[src/rtl/ahb3lite_pkg.sv]
// Shared AHB-Lite bus types plus the arbiter's master-id width and state type.
package ahb3lite_pkg;

    typedef enum logic [1:0] {
        IDLE   = 2'b00,
        BUSY   = 2'b01,
        NONSEQ = 2'b10,
        SEQ    = 2'b11
    } HTRANS_state;

    typedef enum logic [2:0] {
        SINGLE = 3'b000,
        INCR   = 3'b001,
        WRAP4  = 3'b010,
        INCR4  = 3'b011,
        WRAP8  = 3'b100,
        INCR8  = 3'b101,
        WRAP16 = 3'b110,
        INCR16 = 3'b111
    } HBURST_Type;

    typedef enum logic {
        OKAY  = 1'b0,
        ERROR = 1'b1
    } HRESP_state;

    // Two masters on the bus, so one bit identifies a master.
    localparam int MASTER_ID_W = 1;

    typedef enum logic [1:0] {
        PARK = 2'b00,
        OWN0 = 2'b01,
        OWN1 = 2'b10
    } arb_state_e;

    // Ownership state that corresponds to a granted master id.
    function automatic arb_state_e own_state(input logic [MASTER_ID_W-1:0] id);
        return id[0] ? OWN1 : OWN0;
    endfunction

endpackage

[src/rtl/ahb_arb_rr_pick.sv]
// Combinational two-way winner selection: round-robin or fixed priority.
module ahb_arb_rr_pick
    import ahb3lite_pkg::*;
(
    input  logic [1:0]             req_i,
    input  logic [MASTER_ID_W-1:0] last_grant_i,
    input  logic                   rr_en_i,
    output logic [MASTER_ID_W-1:0] winner_o
);

    // With both requesting, alternate away from the last winner or favour master 0.
    always_comb begin
        winner_o = '0;
        if (req_i == 2'b11) begin
            winner_o = rr_en_i ? ~last_grant_i : '0;
        end else if (req_i[1]) begin
            winner_o = 1'b1;
        end else begin
            winner_o = 1'b0;
        end
    end

endmodule

[src/rtl/ahb_lite_bus_arbiter.sv]
// Two-master AHB-Lite arbiter and bus mux in front of a single slave port.
// Bus handshake: a transfer's address phase is accepted, and its data phase
// completes, on a rising edge where the slave's HREADY is 1; while HREADY is 0
// the owner must hold its outputs and non-owners see HREADY = 0 (stalled).
// Ownership only changes on an edge where HREADY = 1 and the owner shows IDLE,
// so no data phase of the outgoing master is left unaccepted at handover.
module ahb_lite_bus_arbiter
    import ahb3lite_pkg::*;
#(
    parameter logic [MASTER_ID_W-1:0] DEFAULT_MASTER = '0,
    parameter bit                     RR_EN          = 1'b1
) (
    input  logic        HCLK,
    input  logic        HRESET,
    input  logic        m0_HBUSREQ,
    input  logic        m1_HBUSREQ,
    input  logic [31:0] m0_HADDR,
    input  logic [31:0] m1_HADDR,
    input  logic        m0_HWRITE,
    input  logic        m1_HWRITE,
    input  logic [2:0]  m0_HSIZE,
    input  logic [2:0]  m1_HSIZE,
    input  HBURST_Type  m0_HBURST,
    input  HBURST_Type  m1_HBURST,
    input  HTRANS_state m0_HTRANS,
    input  HTRANS_state m1_HTRANS,
    input  logic [31:0] m0_HWDATA,
    input  logic [31:0] m1_HWDATA,
    output logic        m0_HGRANT,
    output logic        m1_HGRANT,
    output logic        m0_HREADY,
    output logic        m1_HREADY,
    output HRESP_state  m0_HRESP,
    output HRESP_state  m1_HRESP,
    output logic [31:0] s_HADDR,
    output logic        s_HWRITE,
    output logic [2:0]  s_HSIZE,
    output HBURST_Type  s_HBURST,
    output HTRANS_state s_HTRANS,
    output logic [31:0] s_HWDATA,
    input  logic        HREADY,
    input  HRESP_state  HRESP,
    output logic [MASTER_ID_W-1:0] HMASTER,
    output logic [MASTER_ID_W-1:0] HMASTER_D,
    output arb_state_e  dbg_state_o,
    output logic [MASTER_ID_W-1:0] dbg_last_grant_o
);

    arb_state_e                 state_q, state_d;
    logic [MASTER_ID_W-1:0]     owner_q, owner_d;
    logic [MASTER_ID_W-1:0]     hmaster_d_q, hmaster_d_d;
    logic [MASTER_ID_W-1:0]     last_grant_q, last_grant_d;
    logic [MASTER_ID_W-1:0]     winner;
    logic [1:0]                 req;
    HTRANS_state                owner_htrans;
    logic                       switch_pt;

    assign req          = {m1_HBUSREQ, m0_HBUSREQ};
    assign owner_htrans = owner_q[0] ? m1_HTRANS : m0_HTRANS;
    assign switch_pt    = HREADY && (owner_htrans == IDLE);

    ahb_arb_rr_pick u_pick (
        .req_i        (req),
        .last_grant_i (last_grant_q),
        .rr_en_i      (RR_EN),
        .winner_o     (winner)
    );

    // Next ownership: re-arbitrate only at a transfer boundary; the data-phase
    // owner follows the address-phase owner whenever the slave accepts.
    // last_grant records every arbitration award so simultaneous requesters
    // alternate even when the award happens to keep the same owner.
    always_comb begin
        state_d      = state_q;
        owner_d      = owner_q;
        last_grant_d = last_grant_q;
        hmaster_d_d  = HREADY ? owner_q : hmaster_d_q;
        if (switch_pt) begin
            if (req == 2'b00) begin
                state_d = PARK;
                owner_d = DEFAULT_MASTER;
            end else begin
                state_d      = own_state(winner);
                owner_d      = winner;
                last_grant_d = winner;
            end
        end
    end

    // Ownership registers with synchronous reset.
    always_ff @(posedge HCLK) begin
        if (HRESET) begin
            state_q      <= PARK;
            owner_q      <= DEFAULT_MASTER;
            hmaster_d_q  <= DEFAULT_MASTER;
            last_grant_q <= '1;
        end else begin
            state_q      <= state_d;
            owner_q      <= owner_d;
            hmaster_d_q  <= hmaster_d_d;
            last_grant_q <= last_grant_d;
        end
    end

    // Address/control from the address-phase owner, write data from the data-phase owner.
    always_comb begin
        s_HADDR  = owner_q[0] ? m1_HADDR  : m0_HADDR;
        s_HWRITE = owner_q[0] ? m1_HWRITE : m0_HWRITE;
        s_HSIZE  = owner_q[0] ? m1_HSIZE  : m0_HSIZE;
        s_HBURST = owner_q[0] ? m1_HBURST : m0_HBURST;
        s_HTRANS = HRESET ? IDLE : owner_htrans;
        s_HWDATA = hmaster_d_q[0] ? m1_HWDATA : m0_HWDATA;
    end

    // Ready goes to the address owner only; responses go to the data-phase owner.
    always_comb begin
        m0_HREADY = !HRESET && !owner_q[0] && HREADY;
        m1_HREADY = !HRESET &&  owner_q[0] && HREADY;
        m0_HRESP  = (!HRESET && !hmaster_d_q[0]) ? HRESP : OKAY;
        m1_HRESP  = (!HRESET &&  hmaster_d_q[0]) ? HRESP : OKAY;
    end

    assign m0_HGRANT        = !owner_q[0];
    assign m1_HGRANT        = owner_q[0];
    assign HMASTER          = owner_q;
    assign HMASTER_D        = hmaster_d_q;
    assign dbg_state_o      = state_q;
    assign dbg_last_grant_o = last_grant_q;

endmodule

[config.mk]
export PLATFORM = sky130hd
export DESIGN_NAME = ahb_lite_bus_arbiter
export DESIGN_NICKNAME = d
export VERILOG_FILES = /design/src/rtl/ahb3lite_pkg.sv /design/src/rtl/ahb_arb_rr_pick.sv /design/src/rtl/ahb_lite_bus_arbiter.sv
export SDC_FILE = /design/constraint.sdc
export NUM_CORES = 1
export LEC_CHECK = 0
export BUFFER_PORTS_ARGS = -buffer_cell sky130_fd_sc_hd__buf_4
export CAP_MARGIN = 20
export CORE_AREA = 2 2 91 93
export CTS_CLUSTER_SIZE = 10
export DETAILED_ROUTE_END_ITERATION = 10
export DIE_AREA = 0 0 93 95
export PLACE_DENSITY = 0.56
export SLEW_MARGIN = 10
export SYNTH_ARGS = -nofsm -noshare
export SYNTH_HDL_FRONTEND = slang
export SYNTH_HIERARCHICAL = 1
export SYNTH_SLANG_ARGS = --single-unit
[constraint.sdc]
create_clock -name HCLK -period 1.7 [get_ports HCLK]
set_input_delay 0.51 -clock HCLK [delete_from_list [all_inputs] [get_ports HCLK]]
set_output_delay 0.51 -clock HCLK [all_outputs]
set_load 0.02 [all_outputs]
==> results of run 1 <==
==> through the flow <==
stage                     hold WS [ns]   TNS, ns   util
after global placement           0.483         0  0.386
after detailed placement         0.492         0  0.386
after floorplan                  0.545  -0.00764      -
after CTS                        0.497     -4.81  0.451
final                            0.492     -4.50  0.477
after global routing             0.527     -7.34  0.477
==> final timing paths <==
path / to / from / cells after the start
worst max-delay path: s_HADDR[8] / dbg_state_o[1] / 3
worst min-delay path: dbg_state_o[0] / dbg_state_o[0] / 2
worst max register to register: dbg_state_o[0] / dbg_state_o[1] / 4
worst min register to register: dbg_state_o[0] / dbg_state_o[0] / 2
==> sequential cells by signal, summed over array words and instances, names as in the netlist <==
signal,cells
dbg_last_grant_o,1
HMASTER_D,1
dbg_state_o,2
==> kinds of logic after synthesis <==
| family | count (synthesis) | share of synthesized area |
|---|---|---|
| AO/OA/AOI/OAI | 8 | 0.0491 |
| buffers and inverters | 14 | 0.0614 |
| other | 1 | 0.00335 |
| AND/OR/NAND/NOR | 13 | 0.0748 |
| flip-flops | 4 | 0.0714 |
| multiplexers | 74 | 0.740 |
==> synthesized netlist by cell type (all sizes together) <==
cell type   n
mux2       71
buf         9
dfxtp       4
nor2        4
a21oi       3
and3        3
inv         3
mux2i       3
clkbuf      2
a211o       1
a21boi      1
a21o        1
conb        1
nand2       1
nand2b      1
nand3       1
nand4bb     1
nor3b       1
o211ai      1
o21ai       1
or4b        1
==> final cells by class <==
| class | instances | area, um^2 | share of cell area |
|---|---|---|---|
| sequential | 4 | 87.6 | 0.0231 |
| clock buffer | 3 | 41.3 | 0.0109 |
| multi-input combinational | 96 | 1230 | 0.324 |
| inverter | 3 | 11.3 | 0.00298 |
| timing repair buffer | 250 | 2290 | 0.604 |
| tap | 105 | 131 | 0.0347 |
==> power groups by stage <==
stage	clock [uW]	combinational [uW]	sequential, uW
after floorplan	0	276	104
after global placement	0	717	102
after detailed placement	0	724	102
after CTS	205	847	98.5
after global routing	215	932	99.5
final	201	886	98.8
==> critical path, stage by stage (launching register included) <==
cell and delay [ns]:
dfxtp_4 0.42, buf_8 0.16, mux2_2 0.35, buf_6 0.13
==> routing by layer <==
layer | global-route usage | up-vias
li1 | - | 905
met1 | 0.164 | 879
met2 | 0.275 | 112
met3 | 0.0359 | 8
met4 | 0.0270 | 0
met5 | 0 | -
==> repair_timing <==
item,CTS,global route
cloned,2,2
setup buffers,1,3
setup endpoints to repair,72,76
resized for setup,114,35
==> results.json, run 1 <==
{
  "status": "complete, but fails checks",
  "violations": "negative setup slack",
  "switching_share": 0.318,
  "cts_buffers": 3,
  "drive_gt1_frac": 0.933,
  "final-instance-count-excl-fill": 461,
  "initial_core_util": 0.141,
  "rsz0062_at_grt": "yes",
  "clkPwrFrac": 0.170,
  "syn-cell-area_mm2": 0.00112,
  "nFillCells": 752,
  "netlist_instances": 114,
  "p_leak_uw": 0.00193,
  "placed_area_mm2": 0.00306,
  "synth_nets": 266,
  "grt_pass1_wl_um": 10000,
  "grt_pass1_vias": 1988,
  "core_mm2": 0.00793,
  "first_pass_iters": 4,
  "hpwl_um": 5490,
  "die_h_um": 95,
  "drv_cap": 0,
  "dp_slack_ns": 0.0357,
  "path_clk_slew_ns": 0.03,
  "syn_area_per_cell_um2": 9.83,
  "crit_arrival_ns": 1.28,
  "drv_slew": 0,
  "cts_tree": "yes",
  "dp_cells": 450,
  "ys_warn_count": 6,
  "num_rows": 33,
  "layout_common_cells": "buf_4, buf_6, mux2_4",
  "reg2reg_slack_ns": 0.11,
  "clockRootBuffer": "clkbuf_8",
  "seq_area_frac_synth": 0.0714,
  "clock-sinks": 4,
  "grt_max_degree": 14,
  "drc": 0,
  "worstHoldPathType": "flip-flop to flip-flop",
  "p_int_uw": 808,
  "grt_use_total": 0.145,
  "synthTopCellsByArea": "mux2_2, mux2_1, dfxtp_1, buf_2, mux2i_1",
  "fmax_mhz": 560,
  "die_w_um": 93,
  "p_comb_frac": 0.747,
  "final_common_cell": "buf_4",
  "met3_length_um": 587,
  "start_kind": "flip-flop",
  "layout_min_cycle_time_ns": 1.79,
  "dr.max_layer_used": "met4",
  "met2_length_um": 4100,
  "die_area_mm2": 0.00884,
  "yosysTopAreaCellShare": 0.492,
  "wl_um": 7330,
  "ys_ff_latch": 4,
  "drt_iter0_markers": 34,
  "avgViaCountPerCell": 4.13,
  "nets": 510,
  "cp_data_required_time_ns": 1.19,
  "pwr_density_cell_mw_per_mm2": 313,
  "clock_latency_ns": 0.22,
  "synth_top_cell_by_area": "mux2_2",
  "switching_power_uw": 377,
  "wl_per_cell_um": 15.9,
  "setup_viol": 74,
  "via_count": 1904,
  "finalPower_uw": 1190,
  "ant_nets": 0,
  "setup_slack_ns": -0.0862,
  "antenna_found_initial": 0,
  "cts_hold_buf": 0,
  "gp_congestion": 0.767,
  "clock_path_buffers": 2,
  "n_antenna_cell": 0,
  "fin_crit_sh": 1.05,
  "cp_max_fo": 8,
  "fin_area_mm2": 0.00378,
  "finClkSkew_ns": 0.00518,
  "critPathKind": "flip-flop to output port",
  "yosysUniqueCellTypes": 25,
  "seq_power_share": 0.083,
  "gr-total-overflow": 0,
  "ir_drop_mv": 0.207,
  "io_buffers": 235,
  "io_pins": 236,
  "syn2layout_area_growth_pct": 238,
  "h-tree-depth": 1,
  "worst_setup_path_end_kind": "output port",
  "hold_violations": 0,
  "wl_met1_um": 2550
}
No activity file was read; power rests on OpenSTA's default activity.
==> run 2: changes to the inputs <==
Settings changed: MAX_ROUTING_LAYER set to met4.
==> run 2 against run 1 <==
The run still ends with negative setup slack left. Register-to-register slack barely moved. Worst hold slack got worse by 0.00093 ns. Global-route usage rose by 0.40 points. Utilization unchanged. Clock-buffer cell count unchanged. Sequential power is essentially flat. Combinational power barely moved. Via count is 0.11% higher.
==> results.json, run 2 (synthesis results as in run 1) <==
{
  "grt_pass1_wl_um": 9980,
  "final_common_cell": "buf_4",
  "multiInputGateArea_mm2": 0.00123,
  "clockRootBuffer": "clkbuf_8",
  "layout_min_cycle_time_ns": 1.79,
  "largest_reg_flops": 2,
  "ir_drop_mv": 0.207,
  "cp_data_required_time_ns": 1.19,
  "initial_core_util": 0.141,
  "worstHoldPathType": "flip-flop to flip-flop",
  "ant_nets": 0,
  "seq_area_um2": 87.6,
  "cts_buffers": 3,
  "drv_cap": 0,
  "cp_max_fo": 8,
  "wl_um": 7320,
  "drive_gt1_frac": 0.933,
  "syn2layout_area_growth_pct": 238,
  "num_rows": 33,
  "start_kind": "flip-flop",
  "grt_pass1_vias": 1984,
  "reg2reg_depth": 4,
  "h-tree-depth": 1,
  "layout_common_cells": "buf_4, buf_6, mux2_4",
  "dp_slack_ns": 0.0357,
  "die_h_um": 95,
  "finClkSkew_ns": 0.00473,
  "via_count": 1906,
  "cts_tree": "yes",
  "gr-total-overflow": 0,
  "setup_viol": 74,
  "avgViaCountPerCell": 4.13,
  "fin_area_mm2": 0.00378,
  "hpwl_um": 5490,
  "hold_violations": 0,
  "gp_congestion": 0.777,
  "critPathKind": "flip-flop to output port",
  "worst_setup_path_end_kind": "output port",
  "drc": 0,
  "clock_path_buffers": 2,
  "fmax_mhz": 560,
  "die_area_mm2": 0.00884,
  "die_w_um": 93,
  "grt_max_degree": 14,
  "wl_per_cell_um": 15.9,
  "pwr_density_cell_mw_per_mm2": 313,
  "first_pass_iters": 4,
  "antenna_found_initial": 0,
  "path_clk_slew_ns": 0.03,
  "final_util": 0.477,
  "status": "complete, but fails checks",
  "rsz0062_at_grt": "yes",
  "nets": 510,
  "setup_slack_ns": -0.0863,
  "fin_crit_sh": 1.05,
  "io_pins": 236,
  "hold-path-cell-count": 2,
  "drv_slew": 0,
  "drt_iter0_markers": 34,
  "crit_arrival_ns": 1.28,
  "clock_latency_ns": 0.22,
  "finalPower_uw": 1180,
  "clock-sinks": 4,
  "core_mm2": 0.00793,
  "n_antenna_cell": 0,
  "cts_hold_buf": 0,
  "violations": "negative setup slack",
  "placed_area_mm2": 0.00306,
  "grt_use_total": 0.149,
  "p_leak_uw": 0.00193,
  "nFillCells": 752,
  "io_buffers": 235,
  "setup_tns_ns": -4.46
}
-- run 2: cell counts in the layout (fill, tap and decap cells not counted) --
No cell type changed its count.
-- run 2: where the power goes --
part	switching [uW]	internal [uW]	leakage, uW
clock	49.6	151	0.0000216
sequential	4.03	94.7	0.0000341
combinational	323	563	0.00188
total	376	808	0.00193
-- run 2: timing repair --
item                                   4_1_cts  5_1_grt
cloned                                       2        2
pin swaps                                    0        0
gates resized for setup                    114       35
setup buffers                                1        3
endpoints found under the hold margin        0        0
setup endpoints to repair                   72       76
-- run 2: routing by layer --
metal,vias up,part of all wire,track usage
li1,905,-,-
met1,881,0.36,0.170
met2,112,0.56,0.275
met3,8,0.070,0.0247
met4,0,0.012,0.0270
met5,-,0,-
-- run 2: area by class of cell --
type / instances / area share
Sequential cell: 4 / 0.0231
Tap cell: 105 / 0.0347
Timing Repair Buffer: 250 / 0.604
Inverter: 3 / 0.00298
Clock buffer: 3 / 0.0109
Multi-Input combinational cell: 96 / 0.324
-- run 2: metrics by stage --
stage	hold slack, ns	instances
2_1_floorplan	0.545	114
3_3_place_gp	0.483	450
3_5_place_dp	0.492	450
4_1_cts	0.497	456
5_1_grt	0.527	461
6_report	0.491	461
-- run 2: final timing paths --
check	start	end	slack, ns
worst max register to register	dbg_state_o[1]	dbg_state_o[0]	0.11
worst max-delay path	dbg_state_o[1]	s_HADDR[8]	-0.09
worst min-delay path	dbg_state_o[0]	dbg_state_o[0]	0.49
worst min register to register	dbg_state_o[0]	dbg_state_o[0]	0.49
-- run 2: worst max-delay path: stages, from the launching register on --
cell	delay [ns]
dfxtp_4	0.42
buf_8	0.16
mux2_2	0.35
buf_6	0.13
==> run 3: changes to the inputs <==
Settings changed: REMOVE_ABC_BUFFERS set to 1.
==> run 3 against run 2 <==
The run still ends with negative setup slack left. Critical endpoint is now s_HADDR[0]. Largest cell class unchanged. Combinational power is 2% lower. Clock skew is 0.00061 ns lower. Sequential share of layout area about the same. Routed wire length decreased by 0.45%.
==> results.json, run 3 (synthesis results as in run 1) <==
{
  "reg2reg_slack_ns": -0.07,
  "seq_power_share": 0.084,
  "critPathKind": "flip-flop to output port",
  "gp_congestion": 0.704,
  "core_mm2": 0.00793,
  "timing.rr.start": "dbg_state_o[1]",
  "fmax_mhz": 548,
  "cts_buffers": 3,
  "min_to": "dbg_state_o[0]",
  "die_area_mm2": 0.00884,
  "die_w_um": 93,
  "cp_slowest_stage_delay_ns": 0.41,
  "antenna_found_initial": 0,
  "path_cells": "buf_6 > buf_6 > mux2_4 > buf_6",
  "worstHoldPathType": "flip-flop to flip-flop",
  "cts_tree": "yes",
  "clock_path_buffers": 2,
  "hold_violations": 0,
  "num_rows": 33,
  "clock_latency_ns": 0.22,
  "setup_viol": 74,
  "drc": 0,
  "via_count": 1928,
  "cts_hold_buf": 0,
  "cp_data_required_time_ns": 1.19,
  "die_h_um": 95,
  "switching_power_uw": 375,
  "n_antenna_cell": 0,
  "grt_pass1_vias": 1954,
  "rr_endpoint": "dbg_state_o[0]",
  "clockRootBuffer": "clkbuf_8",
  "ant_nets": 0,
  "critPathSlowestCell": "dfxtp_4",
  "reg2reg_depth": 6,
  "cp_max_fo": 5,
  "clkPwrFrac": 0.172,
  "start_kind": "flip-flop",
  "drv_slew": 0,
  "finClkSkew_ns": 0.00412,
  "grt_use_total": 0.131,
  "initial_core_util": 0.141,
  "largest_reg_flops": 2,
  "gr-total-overflow": 0,
  "p_comb_frac": 0.743,
  "switching_share": 0.320,
  "hold-path-cell-count": 2,
  "h-tree-depth": 1,
  "pwr_density_cell_mw_per_mm2": 312,
  "status": "complete, but fails checks",
  "crit_arrival_ns": 1.31,
  "avgViaCountPerCell": 4.16,
  "hp-start": "dbg_state_o[0]",
  "p_int_uw": 797,
  "grt_pass1_wl_um": 9020,
  "rsz0062_at_grt": "yes",
  "first_pass_iters": 4,
  "nets": 513,
  "hpwl_um": 5130,
  "grt_max_degree": 19,
  "wl_um": 7290,
  "violations": "negative setup slack",
  "drv_cap": 0,
  "fin_crit_sh": 1.07,
  "layout_common_cells": "buf_4, buf_6, mux2_4",
  "clock-sinks": 4,
  "layout_min_cycle_time_ns": 1.82,
  "setup_slack_ns": -0.124,
  "p_leak_uw": 0.00191,
  "io_pins": 236,
  "wl_per_cell_um": 15.7,
  "final-instance-count-excl-fill": 464,
  "nFillCells": 756,
  "final_common_cell": "buf_4",
  "dp_cells": 450,
  "crit_top_cell": "buf_6",
  "drive_gt1_frac": 0.930,
  "ir_drop_mv": 0.174,
  "worst_setup_path_end_kind": "output port",
  "finalPower_uw": 1170,
  "syn2layout_area_growth_pct": 235,
  "holdWs_ns": 0.497,
  "io_buffers": 235,
  "drt_iter0_markers": 15,
  "path_clk_slew_ns": 0.03
}
[run 3: cell types whose count changed in the layout (fill, tap and decap cells not counted), sizes merged]
cell | before | now
buf | 248 | 251
[run 3: what timing repair did]
| item | 4_1_cts | 5_1_grt |
|---|---|---|
| endpoints found under the setup margin | 74 | 77 |
| resized for setup | 85 | 56 |
| pin swaps | 1 | 5 |
| buffers inserted | 4 | 3 |
| cloned | 2 | 2 |
[run 3: final cells by class]
| type | count | area (um^2) | area share |
|---|---|---|---|
| Inverter | 3 | 11.3 | 0.00300 |
| Clock buffer | 3 | 41.3 | 0.0110 |
| Multi-Input combinational cell | 96 | 1210 | 0.324 |
| Tap cell | 105 | 131 | 0.0350 |
| Timing Repair Buffer | 253 | 2270 | 0.604 |
| Sequential cell | 4 | 87.6 | 0.0233 |
[run 3: metal layers]
metal / track usage / share of wire
met5: - / 0
met4: 0.0270 / 0.010
met3: 0.0287 / 0.084
met2: 0.247 / 0.56
met1: 0.142 / 0.35
[run 3: worst max-delay path by stage]
stage / start / to
floorplan: dbg_state_o[1] / m0_HREADY
global placement: m0_HTRANS[0] / dbg_state_o[0]
detailed placement: m0_HTRANS[0] / dbg_state_o[0]
CTS: dbg_state_o[1] / s_HADDR[8]
global route: HMASTER_D / s_HWDATA[7]
finish: dbg_state_o[1] / s_HADDR[0]
[run 3: power by group through the flow]
stage	Sequential [uW]	Combinational [uW]	Clock [uW]
2_1_floorplan	112	259	0
3_5_place_dp	102	715	0
3_3_place_gp	101	707	0
6_report	98.6	871	202
5_1_grt	99.4	914	216
4_1_cts	98.7	808	207
[run 3: worst max-delay path, delay by kind of cell (launching register included)]
kind,cells,cell delay (ns)
buffers and inverters,3,0.38
DFF,1,0.41
muxes,1,0.31
[run 3: through the flow]
stage	util	cell area [um^2]	TNS [ns]	setup WS, ns
floorplan	-	1060	-61.60	-1.27
global placement	0.383	3040	0	0.0447
detailed placement	0.383	3040	0	0.0358
CTS	0.437	3470	-5.95	-0.130
global route	0.473	3750	-8.46	-0.168
finish	0.473	3750	-5.11	-0.124
